## src/rtl/vbit_pkg.sv

```systemverilog
// Shared definitions for the valid-bit receive buffer: default sizes and a
// pointer-width helper used wherever a FIFO index width is derived.
package vbit_pkg;

    localparam int VBIT_WIDTH_DEFAULT    = 20;
    localparam int VBIT_RX_DEPTH_DEFAULT = 4;

    // Index width for a buffer of the given depth. Never returns less than one
    // bit, so a degenerate depth still yields a legal vector.
    function automatic int vbit_ptr_w(input int depth);
        return (depth > 1) ? $clog2(depth) : 1;
    endfunction

endpackage

```

## src/rtl/vbit_rx_buffer_if.sv

```systemverilog
// Bundle of pipeline-side and consumer-side signals of the receive buffer.
// The buffer connects through the slave modport; whatever drives the pipeline
// word and consumes the head word uses the master modport.
interface vbit_rx_buffer_if
    import vbit_pkg::*;
#(
    parameter int Width = VBIT_WIDTH_DEFAULT,
    parameter int Depth = VBIT_RX_DEPTH_DEFAULT
);
    localparam int CntW = vbit_ptr_w(Depth) + 1;

    logic             vbit_i;
    logic [Width-1:0] data_i;
    logic             valid_o;
    logic [Width-1:0] data_o;
    logic             ready_i;
    logic [CntW-1:0]  count_o;
    logic             ovf_o;
    logic             ovf_clr_i;

    modport slave (
        input  vbit_i,
        input  data_i,
        input  ready_i,
        input  ovf_clr_i,
        output valid_o,
        output data_o,
        output count_o,
        output ovf_o
    );

    modport master (
        output vbit_i,
        output data_i,
        output ready_i,
        output ovf_clr_i,
        input  valid_o,
        input  data_o,
        input  count_o,
        input  ovf_o
    );

endinterface

```

## src/rtl/vbit_rx_mem.sv

```systemverilog
// Depth x Width word storage: synchronous write, asynchronous read.
// Contents are deliberately not reset; occupancy tracking lives in the
// buffer, so stale entries are never observable.
module vbit_rx_mem
    import vbit_pkg::*;
#(
    parameter int Width = VBIT_WIDTH_DEFAULT,
    parameter int Depth = VBIT_RX_DEPTH_DEFAULT,
    parameter int AddrW = vbit_ptr_w(Depth)
) (
    input  logic             clk,
    input  logic             we_i,
    input  logic [AddrW-1:0] waddr_i,
    input  logic [Width-1:0] wdata_i,
    input  logic [AddrW-1:0] raddr_i,
    output logic [Width-1:0] rdata_o
);

    logic [Width-1:0] mem_q [Depth];

    // Write the incoming word into the addressed entry.
    always_ff @(posedge clk) begin
        if (we_i) begin
            mem_q[waddr_i] <= wdata_i;
        end
    end

    assign rdata_o = mem_q[raddr_i];

endmodule

```

## src/rtl/vbit_rx_buffer.sv

```systemverilog
// Terminates a free-running vbit/data pipeline in a small first-word-fall-
// through FIFO and offers the head word over valid/ready. Words arriving
// while full (and not freed by a same-cycle pop) are dropped and recorded in
// a sticky overflow flag.
module vbit_rx_buffer
    import vbit_pkg::*;
#(
    parameter int Width = VBIT_WIDTH_DEFAULT,
    parameter int Depth = VBIT_RX_DEPTH_DEFAULT
) (
    input  logic              clk,
    input  logic              rst,
    vbit_rx_buffer_if.slave   bus
);

    localparam int PtrW = vbit_ptr_w(Depth);
    localparam int CntW = PtrW + 1;
    localparam logic [CntW-1:0] CntFull = CntW'(Depth);

    logic [PtrW-1:0]  wr_ptr_q, wr_ptr_d;
    logic [PtrW-1:0]  rd_ptr_q, rd_ptr_d;
    logic [CntW-1:0]  count_q, count_d;
    logic             ovf_q, ovf_d;

    logic             valid;
    logic             full;
    logic             pop;
    logic             push;
    logic             drop;
    logic [Width-1:0] head_word;

    // Handshake decode and next-state for pointers, occupancy and overflow.
    // A pop frees a slot in the same cycle, so a full buffer still accepts a
    // word when the consumer takes the head at that edge.
    always_comb begin
        wr_ptr_d = wr_ptr_q;
        rd_ptr_d = rd_ptr_q;
        count_d  = count_q;
        ovf_d    = ovf_q;

        valid = (count_q != '0);
        full  = (count_q == CntFull);
        pop   = valid && bus.ready_i;
        push  = bus.vbit_i && (!full || pop);
        drop  = bus.vbit_i && full && !pop;

        if (push) begin
            wr_ptr_d = wr_ptr_q + 1'b1;
        end
        if (pop) begin
            rd_ptr_d = rd_ptr_q + 1'b1;
        end

        if (push && !pop) begin
            count_d = count_q + 1'b1;
        end else if (pop && !push) begin
            count_d = count_q - 1'b1;
        end

        // A drop in the same cycle as a clear must leave the flag set.
        if (drop) begin
            ovf_d = 1'b1;
        end else if (bus.ovf_clr_i) begin
            ovf_d = 1'b0;
        end
    end

    // State registers; reset discards every buffered word at once.
    always_ff @(posedge clk or posedge rst) begin
        if (rst) begin
            wr_ptr_q <= '0;
            rd_ptr_q <= '0;
            count_q  <= '0;
            ovf_q    <= 1'b0;
        end else begin
            wr_ptr_q <= wr_ptr_d;
            rd_ptr_q <= rd_ptr_d;
            count_q  <= count_d;
            ovf_q    <= ovf_d;
        end
    end

    vbit_rx_mem #(
        .Width (Width),
        .Depth (Depth),
        .AddrW (PtrW)
    ) u_mem (
        .clk     (clk),
        .we_i    (push),
        .waddr_i (wr_ptr_q),
        .wdata_i (bus.data_i),
        .raddr_i (rd_ptr_q),
        .rdata_o (head_word)
    );

    // Outputs depend on registered state only; data is masked when empty so
    // uninitialised storage never leaks out.
    assign bus.valid_o = valid;
    assign bus.data_o  = valid ? head_word : '0;
    assign bus.count_o = count_q;
    assign bus.ovf_o   = ovf_q;

endmodule
```

## src/flat_wrapper.sv

```systemverilog
// flat-port wrapper written by rule: the top's interface ports become plain ports
module vbit_rx_buffer_flat import vbit_pkg::*;
#(
    parameter int Width = VBIT_WIDTH_DEFAULT,
    parameter int Depth = VBIT_RX_DEPTH_DEFAULT
)
  (clk, rst, bus_vbit_i, bus_data_i, bus_ready_i, bus_ovf_clr_i, bus_valid_o, bus_data_o, bus_count_o, bus_ovf_o);
  vbit_rx_buffer_if #(.Width(Width), .Depth(Depth)) bus_i ();
  input  logic clk;
  input  logic rst;
  input wire logic [$bits(bus_i.vbit_i)-1:0] bus_vbit_i;
  input wire logic [$bits(bus_i.data_i)-1:0] bus_data_i;
  input wire logic [$bits(bus_i.ready_i)-1:0] bus_ready_i;
  input wire logic [$bits(bus_i.ovf_clr_i)-1:0] bus_ovf_clr_i;
  output wire logic [$bits(bus_i.valid_o)-1:0] bus_valid_o;
  output wire logic [$bits(bus_i.data_o)-1:0] bus_data_o;
  output wire logic [$bits(bus_i.count_o)-1:0] bus_count_o;
  output wire logic [$bits(bus_i.ovf_o)-1:0] bus_ovf_o;
  assign bus_i.vbit_i = bus_vbit_i;
  assign bus_i.data_i = bus_data_i;
  assign bus_i.ready_i = bus_ready_i;
  assign bus_i.ovf_clr_i = bus_ovf_clr_i;
  assign bus_valid_o = bus_i.valid_o;
  assign bus_data_o = bus_i.data_o;
  assign bus_count_o = bus_i.count_o;
  assign bus_ovf_o = bus_i.ovf_o;
  vbit_rx_buffer #(.Width(Width), .Depth(Depth)) u_core (.clk(clk), .rst(rst), .bus(bus_i));
endmodule
```

## config.mk

```make
export PLATFORM = sky130hd
export DESIGN_NAME = vbit_rx_buffer_flat
export DESIGN_NICKNAME = d
export VERILOG_FILES = /design/src/rtl/vbit_pkg.sv /design/src/rtl/vbit_rx_buffer_if.sv /design/src/rtl/vbit_rx_mem.sv /design/src/rtl/vbit_rx_buffer.sv /design/src/flat_wrapper.sv
export SDC_FILE = /design/constraint.sdc
export NUM_CORES = 1
export LEC_CHECK = 0
export CORE_MARGIN = 1.5
export CORE_UTILIZATION = 46
export CTS_CLUSTER_DIAMETER = 50
export DETAILED_ROUTE_END_ITERATION = 10
export PLACE_DENSITY = 0.69
export SLEW_MARGIN = 40
export SYNTH_ARGS = -nofsm -noshare
export SYNTH_HDL_FRONTEND = slang
export SYNTH_SLANG_ARGS = --single-unit
```

## constraint.sdc

```tcl
create_clock -name clk -period 2.99 [get_ports clk]
set_clock_uncertainty 0.15 [all_clocks]
set_input_delay 0.7475 -clock clk [delete_from_list [all_inputs] [get_ports clk]]
set_output_delay 0.7475 -clock clk [all_outputs]
set_load 0.02 [all_outputs]
```

==> results.tsv, run 1 <==
metric	value	unit
fin_area	4352	sq um
synth_area_per_cell	20.99	sq um
power.leakage	1.526	nW
dr_total_vias	1695	
antenna_found_initial	0	
path_cells	buf_6 -> mux4_1 -> and2_1 -> dlygate4sd2_1	
cp_slowest_cell	mux4_1	
hp-class	reg2reg	
place_area	4189	sq um
clk_pin_slew_worst_paths	70	ps
crit_fanout	6	
irDropWorstVdd	389.8	uV
crit_path_start	u_core.rd_ptr_q[0]	
dpl.hpwl	3.704	mm
period_minus_slack	2889	ps
synth_area	3485	sq um
hp-start	u_core.bus.count_o[2]	
cpLargestDelayFamily	multiplexers	
synth_cells	166	
p_sw	1.370	mW
grt_usage	15.04	%
grt_setup_unrepaired	no	
cts.sinks	88	
cp-end-kind	primary output	
place_ws	169.0	ps
htree_levels	3	
cts_tree	yes	
critPathBufInv	2	
die_area	8106	sq um
yosysWarningCount	0	
worstSetupPathType	reg2out	
cap_viol_max_count	0	
numCtsBuffers	9	
initial_core_util	47.79	%
worst_slew_pin_slew	370.4	ps
cts_root_buf	clkbuf_8	
wire_per_inst	16.64	um
crit_required	2090	ps
slew_violations	0	
clock_path_buffers	2	
synth.distinct_cells	22	
fin_ws	101.1	ps
syn_nets	197	
outcome	complete, no violations	
first_pass_iters	4	
cp-start-kind	register	
n_antenna_cell	0	
hold_viol_final	0	
tns	0	ps
p_sw_share	32.81	%
nets	265	
crit_path_max_incr_delay	560	ps
grt_start_max_net_pins	24	
power_density	959.4	nW/um^2
place_congestion	0.7177	
setup_viol	0	
pin_count	50	
worstSkewPairLatency	340	ps
slew_headroom	75.28	%
max_freq	346.1	MHz
combPwrFrac	42.0	%
row_count	31	
routed_wl	5.625	mm
finish.utilization	59.68	%
synth-seq-cells	88	
p_clk_share	16.3	%
total_power	4.175	mW
period_share	96.62	%
io_buffer_count	49	
grt_overflow	0	
p_seq_share	41.7	%
drive_above_1_share	20.50	%
core_area	7292	sq um
grt_pass1_wl	9.018	mm
ys_seq_area_share	74.69	%
die_h	90.04	um
r2r-start	u_core.bus.count_o[0]	
die_w	90.04	um
ant_nets	0	
syn2layout_area_growth	24.88	%
viasPerCell	5.015	
drtIter0Drc	90	
grt_pass1_vias	1809	
drc	0	
crit_arrival	1990	ps
internal-power	2.805	mW
==> worst reg2reg max path, delay by kind of cell (launching register included) <==
family | cells | cell delay, ps
AND/OR/NAND/NOR | 3 | 640
flip-flops | 1 | 470
buffers and inverters | 2 | 280
XOR/XNOR | 2 | 300
adder cells (fa/ha/maj) | 2 | 560
==> flip-flops by register name, summed over array words and instances (netlist names) <==
| name | flops |
|---|---|
| u_core.bus.ovf_o | 1 |
| u_core.bus.count_o | 3 |
| u_core.wr_ptr_q | 2 |
| u_core.rd_ptr_q | 2 |
| u_core.u_mem.mem_q | 80 |
==> power by group through the flow <==
stage | Combinational, mW | Clock, mW | Sequential (mW)
5_1_grt | 1.90 | 0.741 | 1.77
2_1_floorplan | 1.12 | 0 | 1.77
3_3_place_gp | 1.90 | 0 | 1.75
4_1_cts | 1.76 | 0.698 | 1.74
6_report | 1.75 | 0.680 | 1.74
3_5_place_dp | 1.91 | 0 | 1.77
==> Yosys cell counts, drive strengths merged <==
master | n | area [sq um]
mux2 | 2 | 26.27
and2 | 24 | 150.1
buf | 5 | 37.53
inv | 5 | 18.77
mux4 | 20 | 457.9
xnor2 | 4 | 35.03
nand2 | 2 | 7.510
dfrtp | 8 | 200.2
nor4b | 1 | 15.01
fa | 1 | 20.02
xor2 | 2 | 17.52
or3 | 1 | 6.260
clkbuf | 2 | 7.510
ha | 5 | 62.56
nand3 | 1 | 5.000
nor2 | 1 | 3.750
edfxtp | 80 | 2402
o21ai | 1 | 5.000
nor2b | 1 | 6.260
==> area by class of cell <==
| type | count | area [sq um] |
|---|---|---|
| tap | 99 | 123.9 |
| fill | 549 | 2940 |
| clock inverter | 6 | 36.28 |
| clock buffer | 10 | 127.6 |
| sequential | 88 | 2604 |
| multi-input combinational | 66 | 818.3 |
| timing repair buffer | 64 | 623.1 |
| inverter | 5 | 18.77 |
==> cells in the final DEF (no fill, tap or decap), drive strengths merged, types with 2 or more instances in the layout <==
| cell type | count |
|---|---|
| clkdlybuf4s50 | 29 |
| dfrtp | 8 |
| xor2 | 2 |
| ha | 5 |
| edfxtp | 80 |
| mux4 | 20 |
| and2 | 24 |
| clkbuf | 10 |
| dlygate4sd2 | 20 |
| nand2 | 2 |
| mux2 | 2 |
| inv | 5 |
| clkinv | 5 |
| xnor2 | 4 |
| buf | 15 |
==> metrics by stage <==
stage | cells | hold slack [ps]
floorplan | 166 | 384.8
global placement | 320 | 361.3
detailed placement | 320 | 369.7
CTS | 336 | 386.8
global route | 338 | 410.7
finish | 338 | 380.6
==> per-layer routing <==
layer / vias to the layer above / track usage, % / routed length (um)
li1: 780 / - / -
met1: 865 / 18.76 / 2386
met2: 40 / 25.13 / 2925
met3: 10 / 3.215 / 218
met4: 0 / 7.143 / 95
met5: - / 0 / 0
==> final timing paths <==
check | endpoint | slack, ps | cells after the start
setup / recovery | bus_data_o[0] | 100 | 4
hold / removal | u_core.bus.count_o[2] | 380 | 1
setup reg to reg | u_core.bus.count_o[2] | 540 | 9
hold reg to reg | u_core.bus.count_o[2] | 380 | 1
max in group asynchronous | u_core.rd_ptr_q[0] | 1880 | 2
min in group asynchronous | u_core.bus.ovf_o | 520 | 2
==> logic make-up (layout without fill, tap and decap cells) <==
kind of cell	after synthesis	count (layout)	share of synthesized area (%)
XOR/XNOR	6	6	1.508
multiplexers	22	22	13.90
buffers and inverters	12	85	1.831
flip-flops	88	88	74.69
AO/OA/AOI/OAI	1	1	0.1435
adder cells (fa/ha/maj)	6	6	2.370
AND/OR/NAND/NOR	31	31	5.565
==> timing repair <==
action	4_1_cts	5_1_grt
resized for setup	22	1
hold buffers	0	0
setup buffers	0	2
setup endpoints to repair	20	1
No activity file was read; power rests on OpenSTA's default activity.
==> inputs of run 2 (changes only) <==
--- a/config.mk
+++ b/config.mk
@@ -14,3 +14,4 @@
 export SYNTH_ARGS = -nofsm -noshare
 export SYNTH_HDL_FRONTEND = slang
 export SYNTH_SLANG_ARGS = --single-unit
+export TNS_END_PERCENT = 100
==> results of run 2 <==
Same layout as run 1: the final DEF is identical, and so are final timing and power.
